==> src/rtl/accelerator_write_heads_controller.sv <==
// Write-heads sequencer: streams A, W and M element strobes over an N x W memory and hands off to the datapath.
// Optional response watchdog enabled by defining ACCELERATOR_WRITE_HEADS_TIMEOUT_EN.
module accelerator_write_heads_controller #(
  parameter int DATA_SIZE      = 64,
  parameter int TIMEOUT_CYCLES = 256
) (
  input  logic                 CLK,
  input  logic                 RST,
  input  logic                 START,
  output logic                 READY,
  output logic                 DONE,
  output logic                 ERROR,
  input  logic [DATA_SIZE-1:0] SIZE_N_IN,
  input  logic [DATA_SIZE-1:0] SIZE_W_IN,
  output logic [DATA_SIZE-1:0] INDEX_J,
  output logic [DATA_SIZE-1:0] INDEX_K,
  output logic                 HEAD_START,
  output logic                 HEAD_A_IN_ENABLE,
  output logic                 HEAD_W_IN_ENABLE,
  output logic                 HEAD_M_IN_J_ENABLE,
  output logic                 HEAD_M_IN_K_ENABLE,
  input  logic                 HEAD_M_OUT_K_ENABLE,
  input  logic                 HEAD_READY
);

  typedef enum logic [2:0] {IDLE, A_LOAD, W_LOAD, M_ISSUE, M_WAIT, NEXT_J, FINISH} state_t;

  localparam logic [DATA_SIZE-1:0] ONE = DATA_SIZE'(1);

  if (TIMEOUT_CYCLES < 1) begin : g_tmo_range
    $error("TIMEOUT_CYCLES must be at least 1");
  end

  state_t               state;
  logic [DATA_SIZE-1:0] size_n, size_w;

`ifdef ACCELERATOR_WRITE_HEADS_TIMEOUT_EN
  localparam int WDW = $clog2(TIMEOUT_CYCLES + 1);
  localparam logic [WDW-1:0] WD_LAST = WDW'(TIMEOUT_CYCLES - 1);
  logic [WDW-1:0] wd_cnt;
`endif

  // Outputs are registered: each strobe is set on the edge that enters the state it belongs to.
  always_ff @(posedge CLK) begin
    if (RST) begin
      state              <= IDLE;
      READY              <= 1'b1;
      DONE               <= 1'b0;
      ERROR              <= 1'b0;
      HEAD_START         <= 1'b0;
      HEAD_A_IN_ENABLE   <= 1'b0;
      HEAD_W_IN_ENABLE   <= 1'b0;
      HEAD_M_IN_J_ENABLE <= 1'b0;
      HEAD_M_IN_K_ENABLE <= 1'b0;
      INDEX_J            <= '0;
      INDEX_K            <= '0;
      size_n             <= '0;
      size_w             <= '0;
`ifdef ACCELERATOR_WRITE_HEADS_TIMEOUT_EN
      wd_cnt             <= '0;
`endif
    end else begin
      DONE               <= 1'b0;
      ERROR              <= 1'b0;
      HEAD_START         <= 1'b0;
      HEAD_A_IN_ENABLE   <= 1'b0;
      HEAD_W_IN_ENABLE   <= 1'b0;
      HEAD_M_IN_J_ENABLE <= 1'b0;
      HEAD_M_IN_K_ENABLE <= 1'b0;
      case (state)
        IDLE: if (START) begin
          size_n  <= SIZE_N_IN;
          size_w  <= SIZE_W_IN;
          INDEX_J <= '0;
          INDEX_K <= '0;
          // Empty geometry is rejected without leaving IDLE.
          if (SIZE_N_IN == '0 || SIZE_W_IN == '0) begin
            DONE  <= 1'b1;
            ERROR <= 1'b1;
          end else begin
            state            <= A_LOAD;
            READY            <= 1'b0;
            HEAD_START       <= 1'b1;
            HEAD_A_IN_ENABLE <= 1'b1;
          end
        end
        A_LOAD: if (INDEX_K < size_w - ONE) begin
          INDEX_K          <= INDEX_K + ONE;
          HEAD_A_IN_ENABLE <= 1'b1;
        end else begin
          state              <= W_LOAD;
          INDEX_K            <= '0;
          HEAD_W_IN_ENABLE   <= 1'b1;
          HEAD_M_IN_J_ENABLE <= 1'b1;
        end
        W_LOAD: begin
          state              <= M_ISSUE;
          HEAD_M_IN_K_ENABLE <= 1'b1;
        end
        M_ISSUE: begin
          state <= M_WAIT;
`ifdef ACCELERATOR_WRITE_HEADS_TIMEOUT_EN
          wd_cnt <= '0;
`endif
        end
        M_WAIT: if (HEAD_M_OUT_K_ENABLE) begin
          if (INDEX_K < size_w - ONE) begin
            INDEX_K            <= INDEX_K + ONE;
            state              <= M_ISSUE;
            HEAD_M_IN_K_ENABLE <= 1'b1;
          end else begin
            state <= NEXT_J;
          end
        end
`ifdef ACCELERATOR_WRITE_HEADS_TIMEOUT_EN
        else if (wd_cnt == WD_LAST) begin
          state <= IDLE;
          READY <= 1'b1;
          DONE  <= 1'b1;
          ERROR <= 1'b1;
        end else begin
          wd_cnt <= wd_cnt + 1'b1;
        end
`endif
        NEXT_J: if (INDEX_J < size_n - ONE) begin
          INDEX_J            <= INDEX_J + ONE;
          INDEX_K            <= '0;
          state              <= W_LOAD;
          HEAD_W_IN_ENABLE   <= 1'b1;
          HEAD_M_IN_J_ENABLE <= 1'b1;
        end else begin
          state <= FINISH;
`ifdef ACCELERATOR_WRITE_HEADS_TIMEOUT_EN
          wd_cnt <= '0;
`endif
        end
        FINISH: if (HEAD_READY) begin
          state <= IDLE;
          READY <= 1'b1;
          DONE  <= 1'b1;
        end
`ifdef ACCELERATOR_WRITE_HEADS_TIMEOUT_EN
        else if (wd_cnt == WD_LAST) begin
          state <= IDLE;
          READY <= 1'b1;
          DONE  <= 1'b1;
          ERROR <= 1'b1;
        end else begin
          wd_cnt <= wd_cnt + 1'b1;
        end
`endif
        default: begin
          state <= IDLE;
          READY <= 1'b1;
        end
      endcase
    end
  end

endmodule

==> config.mk <==
export PLATFORM = sky130hd
export DESIGN_NAME = accelerator_write_heads_controller
export DESIGN_NICKNAME = d
export VERILOG_FILES = /design/src/rtl/accelerator_write_heads_controller.sv
export SDC_FILE = /design/constraint.sdc
export NUM_CORES = 1
export LEC_CHECK = 0
export ABC_AREA = 0
export CORE_MARGIN = 4
export CORE_UTILIZATION = 33
export CTS_CLUSTER_DIAMETER = 40
export CTS_CLUSTER_SIZE = 40
export DETAILED_ROUTE_END_ITERATION = 8
export HOLD_SLACK_MARGIN = 0.06
export MAX_ROUTING_LAYER = met4
export PLACE_DENSITY_LB_ADDON = 0.12
export RECOVER_POWER = 100
export SETUP_SLACK_MARGIN = 0.3
export SYNTH_ARGS = -nofsm -noshare
export SYNTH_HDL_FRONTEND = slang
export SYNTH_SLANG_ARGS = --single-unit
==> constraint.sdc <==
create_clock -name CLK -period 6.8 [get_ports CLK]
set_input_delay 0.68 -clock CLK [delete_from_list [all_inputs] [get_ports CLK]]
set_output_delay 0.68 -clock CLK [all_outputs]
set_load 0.05 [all_outputs]
Word-level counts from Yosys, hierarchy flattened --
Cells that the tools add are included.
Word-level totals: output and inout port bits 136, bits in registers 266, logic and storage cells 79
Cells by class: multiplexer cells 33, $lt $le $gt $ge 2, bitwise logic cells 2, reduce and logical (&&, ||, !) cells 13, equal/unequal tests 13, $add $sub $neg 4
Operators with widths (count):
- $mux W64 | 6
- $pmux W64 S4 | 1
- $add A64 B1 Y64 const B | 2
- $logic_not A64 Y1 | 2
- $lt A64 B64 Y1 | 2
- $pmux W64 S2 | 1
- $sub A64 B1 Y64 const B | 2
- $mux W3 | 7
- $pmux W3 S7 | 1
- $ne A2 B2 Y1 const B | 7
- $mux W1 | 12
- $reduce_and A5 Y1 | 2
- $eq A3 B3 Y1 const B | 3
- $pmux W1 S2 | 4
- $eq A3 B2 Y1 const B | 2
- $reduce_or A5 Y1 | 1
- $reduce_and A4 Y1 | 1
- $reduce_bool A4 Y1 | 1
- $eq A3 B1 Y1 const B | 1
- $logic_not A3 Y1 | 1
- $pmux W1 S3 | 1
- $reduce_and A3 Y1 | 1
- $not A1 Y1 | 2
- $reduce_and A2 Y1 | 1
- 3 further kinds | 3

Depth between registers and ports, before layout --
Gate-level depths: netlist of run 1.
word-level depth 5, depth in mapped cells 23

Worst setup path before layout of run 1 --
Ideal clock, no wire load.
path type reg-to-reg, start point register size_n[11], end point register INDEX_J[1], slack 1513 ps, arrival time 5216 ps, path buffers 4, cell stages (with the launch flop) 23, data required time 6730 ps, clock period less this slack 5287 ps, cell sequence dfxtp_1 -> or4_4 -> nor4_4 -> nand4_1 -> or3_1 -> buf_2 -> nor2_2 -> nand2_1 -> or4_1 -> buf_2 -> nor4_2 -> xnor2_1 -> ha_1 -> and4_1 -> and2_1 -> nand4_1 -> or4_1 -> o211ai_1 -> and2_1 -> clkbuf_1 -> clkbuf_1 -> nand2_1 -> a21oi_1
Between the ends: longest elaborated chain between the ends 4
RTL lines:
- start, declared | line 35 | logic [DATA_SIZE-1:0] size_n, size_w;
- start signal, assigned | line 57 | size_n <= '0;
- start signal, assigned | line 72 | size_n <= SIZE_N_IN;
- $sub A64 B1 Y64 | line 125 | NEXT_J: if (INDEX_J < size_n - ONE) begin
- $lt A64 B64 Y1 | line 125
- $ne A2 B2 Y1 (no source line)
- $reduce_and A3 Y1 (no source line)
- end signal, assigned | line 126 | INDEX_J <= INDEX_J + ONE;
- end, declared | line 15 | output logic [DATA_SIZE-1:0] INDEX_J,
Every way passes these cells. A chain may end at the register's enable or synchronous reset.

Worst setup path after layout of run 1 --
start point register size_n[11], end point register INDEX_J[24]
The elaborated chain is that of the path after synthesis.

==> flow_summary.toml, run 1 <==
[run_status]
status = "finished with violations"
violations = "max-capacitance violations, max-slew violations"

[cells_and_area]
drive_above_1_share = 0.07582
final_cell_mix = "420 x nand2_1, 266 x dfxtp_1, 234 x a21oi_1"
finalNetCount = 2720
area_delta_synth_final_pct = 34.38
multi_input_area_um2 = 10890
final_common_cell = "nand2_1"
regArea_um2 = 5325
n_fill_cell = 5007

[hold_path]
min_from = "size_n[63]$_SDFFE_PP0P_"
hold_path_class = "reg -> reg"

[synthesis]
yosysTopAreaCell = "dfxtp_1"
yosys_register_bits = 266
synth.area.top_cells = "dfxtp_1 32%, ha_1 9.7%, nand2_1 9.4%"
synth_area_um2 = 16820
synth_edf_count = 0
avgSynthCellArea_um2 = 7.712
syn_nets = 2444
yosys.cell_types.count = 71
syn_inst = 2181
synthArstFlopShare = 0
synth_top_area_share = 0.3166
synth-seq-area-share = 0.3166
synth_ff_type = "dfxtp_1"
yosysWarnings = 0

[timing]
hold_viol = 0
rsz0062_at_grt = "false"
drv_slew = 145
worst_pin_slew_ps = 3000
fmax_ghz = 0.1633
tns_ps = 0
fin_skew_ps = 20.48
post-route-period-util = 0.9005
final-setup-viol-count = 0
finalCriticalPeriod_ps = 6124
slew_headroom = -0.9998
layout_setup_ws_ps = 676.4

[power]
power_frac_clock = 0.578
p_leak_nw = 8.755
p_comb_frac = 0.128
ir_drop_uv = 135.7
powerDensity_nw_per_um2 = 253.3
seq_power_share = 0.294
switching_share = 0.2599
p_switching_w = 0.001488
internal_power_w = 0.004238

[global_route]
grt_overflow = 0
track_usage = 0.2210
antenna_found_initial = 5
grt_pass1_vias = 16470
grt_pass1_wl_um = 93440
grt_max_degree = 145

[worst_setup_path]
critPathMaxStageDelay_ps = 610
cpMostUsedCell = "nand4_1"
critical_path.startpoint_type = "register"
crit_required_ps = 7300
cpMaxStageDelayCell = "or4_1"
path_max_fanout = 28
critPathArrivalTime_ps = 6620
rr_startpoint = "size_n[11]$_SDFFE_PP0P_"
end_kind = "register"
setup.worst_path.start = "size_n[11]$_SDFFE_PP0P_"
crit_path_cell_trace = "or4_4, nor4_4, nand4_1, or3_1, nor2_1, nand2_1, or4_1, nor3_1, xnor2_1, ha_1, and4_1, and2_0, nand4_1, or4_1, o211ai_1, buf_4, nand2_1, clkbuf_2, nand4_1, mux2i_1"
critPathKind = "reg -> reg"

[place]
io_buffer_count = 268
gp_congestion = 0.8684
hpwl_um = 44720
pre_cts_ws_ps = 630.1

[cts]
clk_latency_ps = 580
post-cts-setup-buffer-count = 0
cts_buffers = 66
clk_path_buf_depth = 3
cts_tree = "done"
root_buffer = "clkbuf_16"
htree_levels = 3
cts.sinks = 266
cts.clk_slew.worst_paths_ps = 50

[drt]
initialDrtViolationCount = 1090
num_vias = 17180
route.detailed.drc = 0
vias_per_cell = 5.401
wl_per_cell_um = 18.88
firstDrtPassIters = 5
final_antenna_net_count = 0
wirelength_um = 60060

[die]
die_w_um = 233.8
start_util = 0.3346
coreArea_um2 = 50270
die_y_um = 233.8
fp.dieArea_um2 = 54650
io_pins = 269
num_rows = 82

[run]
cap_violations = 1
==> synthesized netlist by cell type (6+ instances only) <==
library cell and instances:
a2111oi_0 18, a211oi_1 18, a21boi_0 15, a21oi_1 234, a221oi_1 6, a31o_2 6
a31oi_1 43, a41oi_1 8, and2_1 11, and3_1 31, and4_1 19, buf_2 7
clkbuf_1 96, dfxtp_1 266, ha_1 130, inv_1 49, mux2i_1 21, nand2_1 419
nand3_1 72, nand4_1 63, nor2_1 145, nor2b_1 9, nor3_1 66, nor4_1 61
o211ai_1 12, o21a_1 9, o21ai_0 44, o41ai_1 7, or3_1 36, or4_1 23
or4_4 7, xnor2_1 125, xor2_1 28
==> cell families (layout without fill, tap and decap cells) <==
kind of cell	Yosys count	after routing	share of synthesized area
compound gates	455	455	0.1643
xor+xnor	153	153	0.07967
fa+ha+maj	130	130	0.09670
buf+inv	155	480	0.03578
flops	266	266	0.3166
mux	21	21	0.01250
other cells	0	3	0
simple gates	1001	1001	0.2944
==> flip-flops by register name, indices dropped and copies added (netlist names) <==
signal	count
state	3
READY	1
HEAD_M_IN_J_ENABLE	1
size_n	64
DONE	1
HEAD_M_IN_K_ENABLE	1
INDEX_K	64
HEAD_A_IN_ENABLE	1
size_w	64
ERROR	1
INDEX_J	64
HEAD_START	1
==> worst paths after layout <==
kind	to	slack, ps	cells past startpoint
worst max-delay path	INDEX_J[24]$_SDFFE_PP0P_	680	20
worst min-delay path	size_n[63]$_SDFFE_PP0P_	480	2
worst max register to register	INDEX_J[24]$_SDFFE_PP0P_	680	20
worst min register to register	size_n[63]$_SDFFE_PP0P_	480	2
==> layout make-up <==
| type | count | share of cell area |
|---|---|---|
| antenna | 3 | 0.0003321 |
| tap | 672 | 0.03720 |
| timing repair buffer | 314 | 0.1339 |
| clock inverter | 30 | 0.01816 |
| inverter | 49 | 0.008137 |
| multi-input combinational | 1760 | 0.4819 |
| sequential | 266 | 0.2356 |
| clock buffer | 87 | 0.08481 |
==> stage by stage <==
step                      instance area (um2)  instances  hold slack [ps]  power, W    util
after floorplan                         16820       2181            448.8  0.002169       -
after global placement                  20350       3061            458.4  0.002428  0.4047
after detailed placement                20350       3061            463.0  0.002446  0.4047
after CTS                               22670       3178            474.9  0.005800  0.4510
after global routing                    22600       3181            499.4  0.005970  0.4496
final                                   22600       3181            475.3  0.005726  0.4496
==> timing repair <==
| action | 4_1_cts | 5_1_grt |
|---|---|---|
| gates resized for setup | 0 | 2 |
| hold buffers | 0 | 0 |
| endpoints found under the setup margin | 0 | 19 |
==> power groups by stage <==
stage	registers (W)	logic [W]	clock network (W)
floorplan	0.00171	0.000463	0
global placement	0.00171	0.000718	0
detailed placement	0.00171	0.000733	0
CTS	0.00168	0.000738	0.00338
global route	0.00169	0.000820	0.00346
finish	0.00168	0.000733	0.00331
==> worst max-delay path: cells and delay by family, from the launching register on <==
kind                       cells  cell delay (ps)
muxes                          1              190
DFF                            1              350
buffers and inverters          2              730
AOI/OAI and AO/OA              1              220
xor gates and xnor gates       1              100
adders and majority gates      1              310
and+or+nand+nor               14             4140
==> metal layers <==
| metal | share of wire | track usage |
|---|---|---|
| met2 | 0.44 | 0.3314 |
| met1 | 0.47 | 0.3021 |
| met3 | 0.066 | 0.04968 |
| met4 | 0.017 | 0.05607 |
| met5 | 0 | - |
(Power assumes the default switching activity.)
==> inputs of run 2 (changes only) <==
Settings changed: CAP_MARGIN set to 20, PLACE_DENSITY_LB_ADDON 0.12 to unset.
Clock period 6.8 ns to 7.3 ns, I/O delays scaled along.
==> flow_summary.toml, run 2 (synthesis results as in run 1) <==
[timing]
finalCriticalPeriod_ps = 6559
slew_headroom = -1.121
worst_pin_slew_ps = 3182
final-setup-viol-count = 0
post-route-period-util = 0.8985
tns_ps = 0
drv_slew = 168
hold_viol = 0
fmax_ghz = 0.1525
fin_skew_ps = 17.29
rsz0062_at_grt = "false"

[worst_setup_path]
critPathArrivalTime_ps = 7070
critical_path.startpoint_type = "register"
critPathKind = "reg -> reg"
end_kind = "register"
crit_required_ps = 7810
path_max_fanout = 35

[cells_and_area]
area_delta_synth_final_pct = 31.81
stdcell_area_um2 = 22170
final_cell_mix = "418 x nand2_1, 266 x dfxtp_1, 234 x a21oi_1"
finish.utilization = 0.4410
finalNetCount = 2693
drive_above_1_share = 0.06863
final_common_cell = "nand2_1"

[power]
seq_power_share = 0.318
total_power_w = 0.004928
powerDensity_nw_per_um2 = 222.3
internal_power_w = 0.003591
ir_drop_uv = 189.0
p_switching_w = 0.001337
p_comb_frac = 0.134
power_frac_clock = 0.548
switching_share = 0.2712
p_leak_nw = 8.521

[cts]
post-cts-setup-buffer-count = 0
root_buffer = "clkbuf_16"
clk_latency_ps = 590
clk_path_buf_depth = 3
cts.sinks = 266
cts_hold_buf = 0
cts_tree = "done"
htree_levels = 2
cts_buffers = 58
cts.clk_slew.worst_paths_ps = 50

[drt]
wirelength_um = 58470
wl_per_cell_um = 18.55
vias_per_cell = 5.432
final_antenna_net_count = 0
num_vias = 17120
firstDrtPassIters = 5
initialDrtViolationCount = 1077
route.detailed.drc = 0

[die]
die_w_um = 233.8
fp.dieArea_um2 = 54650
coreArea_um2 = 50270
start_util = 0.3346
die_y_um = 233.8
num_rows = 82
io_pins = 269

[run]
cap_violations = 2

[global_route]
grt_pass1_wl_um = 91510
antenna_found_initial = 1
grt_pass1_vias = 16380
grt_max_degree = 91
track_usage = 0.2141
grt_overflow = 0

[place]
hpwl_um = 43790
io_buffer_count = 268
gp_congestion = 0.8569
dpl_cell_area_um2 = 20150

[hold_path]
hold_path_class = "reg -> reg"

[run_status]
status = "finished with violations"
violations = "max-capacitance violations, max-slew violations"
## run 2: path summary, 6_finish.rpt
| path | start | endpoint | slack (ps) | cells after the start |
|---|---|---|---|---|
| setup / recovery | size_n[2]$_SDFFE_PP0P_ | INDEX_J[62]$_SDFFE_PP0P_ | 740 | 19 |
| hold / removal | READY$_SDFFE_PP1P_ | READY$_SDFFE_PP1P_ | 470 | 2 |
| setup reg to reg | size_n[2]$_SDFFE_PP0P_ | INDEX_J[62]$_SDFFE_PP0P_ | 740 | 19 |
| hold reg to reg | READY$_SDFFE_PP1P_ | READY$_SDFFE_PP1P_ | 470 | 2 |
## run 2: power groups by stage
stage	Sequential [W]	Combinational (W)	Clock, W
after CTS	0.00157	0.000667	0.00275
after global routing	0.00158	0.000737	0.00283
after floorplan	0.00159	0.000431	0
final	0.00157	0.000658	0.00270
after detailed placement	0.00160	0.000663	0
after global placement	0.00159	0.000643	0
## run 2: routing by layer
layer / track usage / share of wire
met2: 0.3343 / 0.46
met1: 0.2834 / 0.45
met3: 0.04397 / 0.065
met4: 0.05719 / 0.023
met5: - / 0
## run 2: final cells by class
type                            instances  area (um2)
Fill cell                            5055       28100
Clock buffer                           71        1612
Sequential cell                       266        5325
Multi-Input combinational cell       1760       10880
Clock inverter                         36       421.7
Inverter                               49       183.9
Timing Repair Buffer                  295        2895
Antenna cell                            3       7.507
Tap cell                              672       840.8
## run 2: timing repair
item                                   CTS  global route
resized for setup                        0             2
setup endpoints to repair                0            20
endpoints found under the hold margin    0             0
## run 2: worst max-delay path: stages, from the launching register on
cell	delay, ps
dfxtp_1	350
or4_4	580
nor4_4	260
nand3_1	220
or3_1	520
nor2_1	270
nand2_1	120
or4_1	630
nor3_1	270
xnor2_1	110
ha_1	300
nand4_1	150
nor2_1	200
nand4_1	210
or4_1	630
o211ai_1	200
buf_4	390
nand2_2	430
nand4_1	410
mux2i_1	210
## run 2: per-stage QoR
stage	instances	worst slack (ps)	hold slack (ps)
5_1_grt	3150	221.3	499.8
4_1_cts	3147	607.6	480.4
6_report	3152	740.8	470.4
2_1_floorplan	2181	2013	448.8
3_5_place_dp	3040	636.8	463.6
3_3_place_gp	3039	712.2	457.5
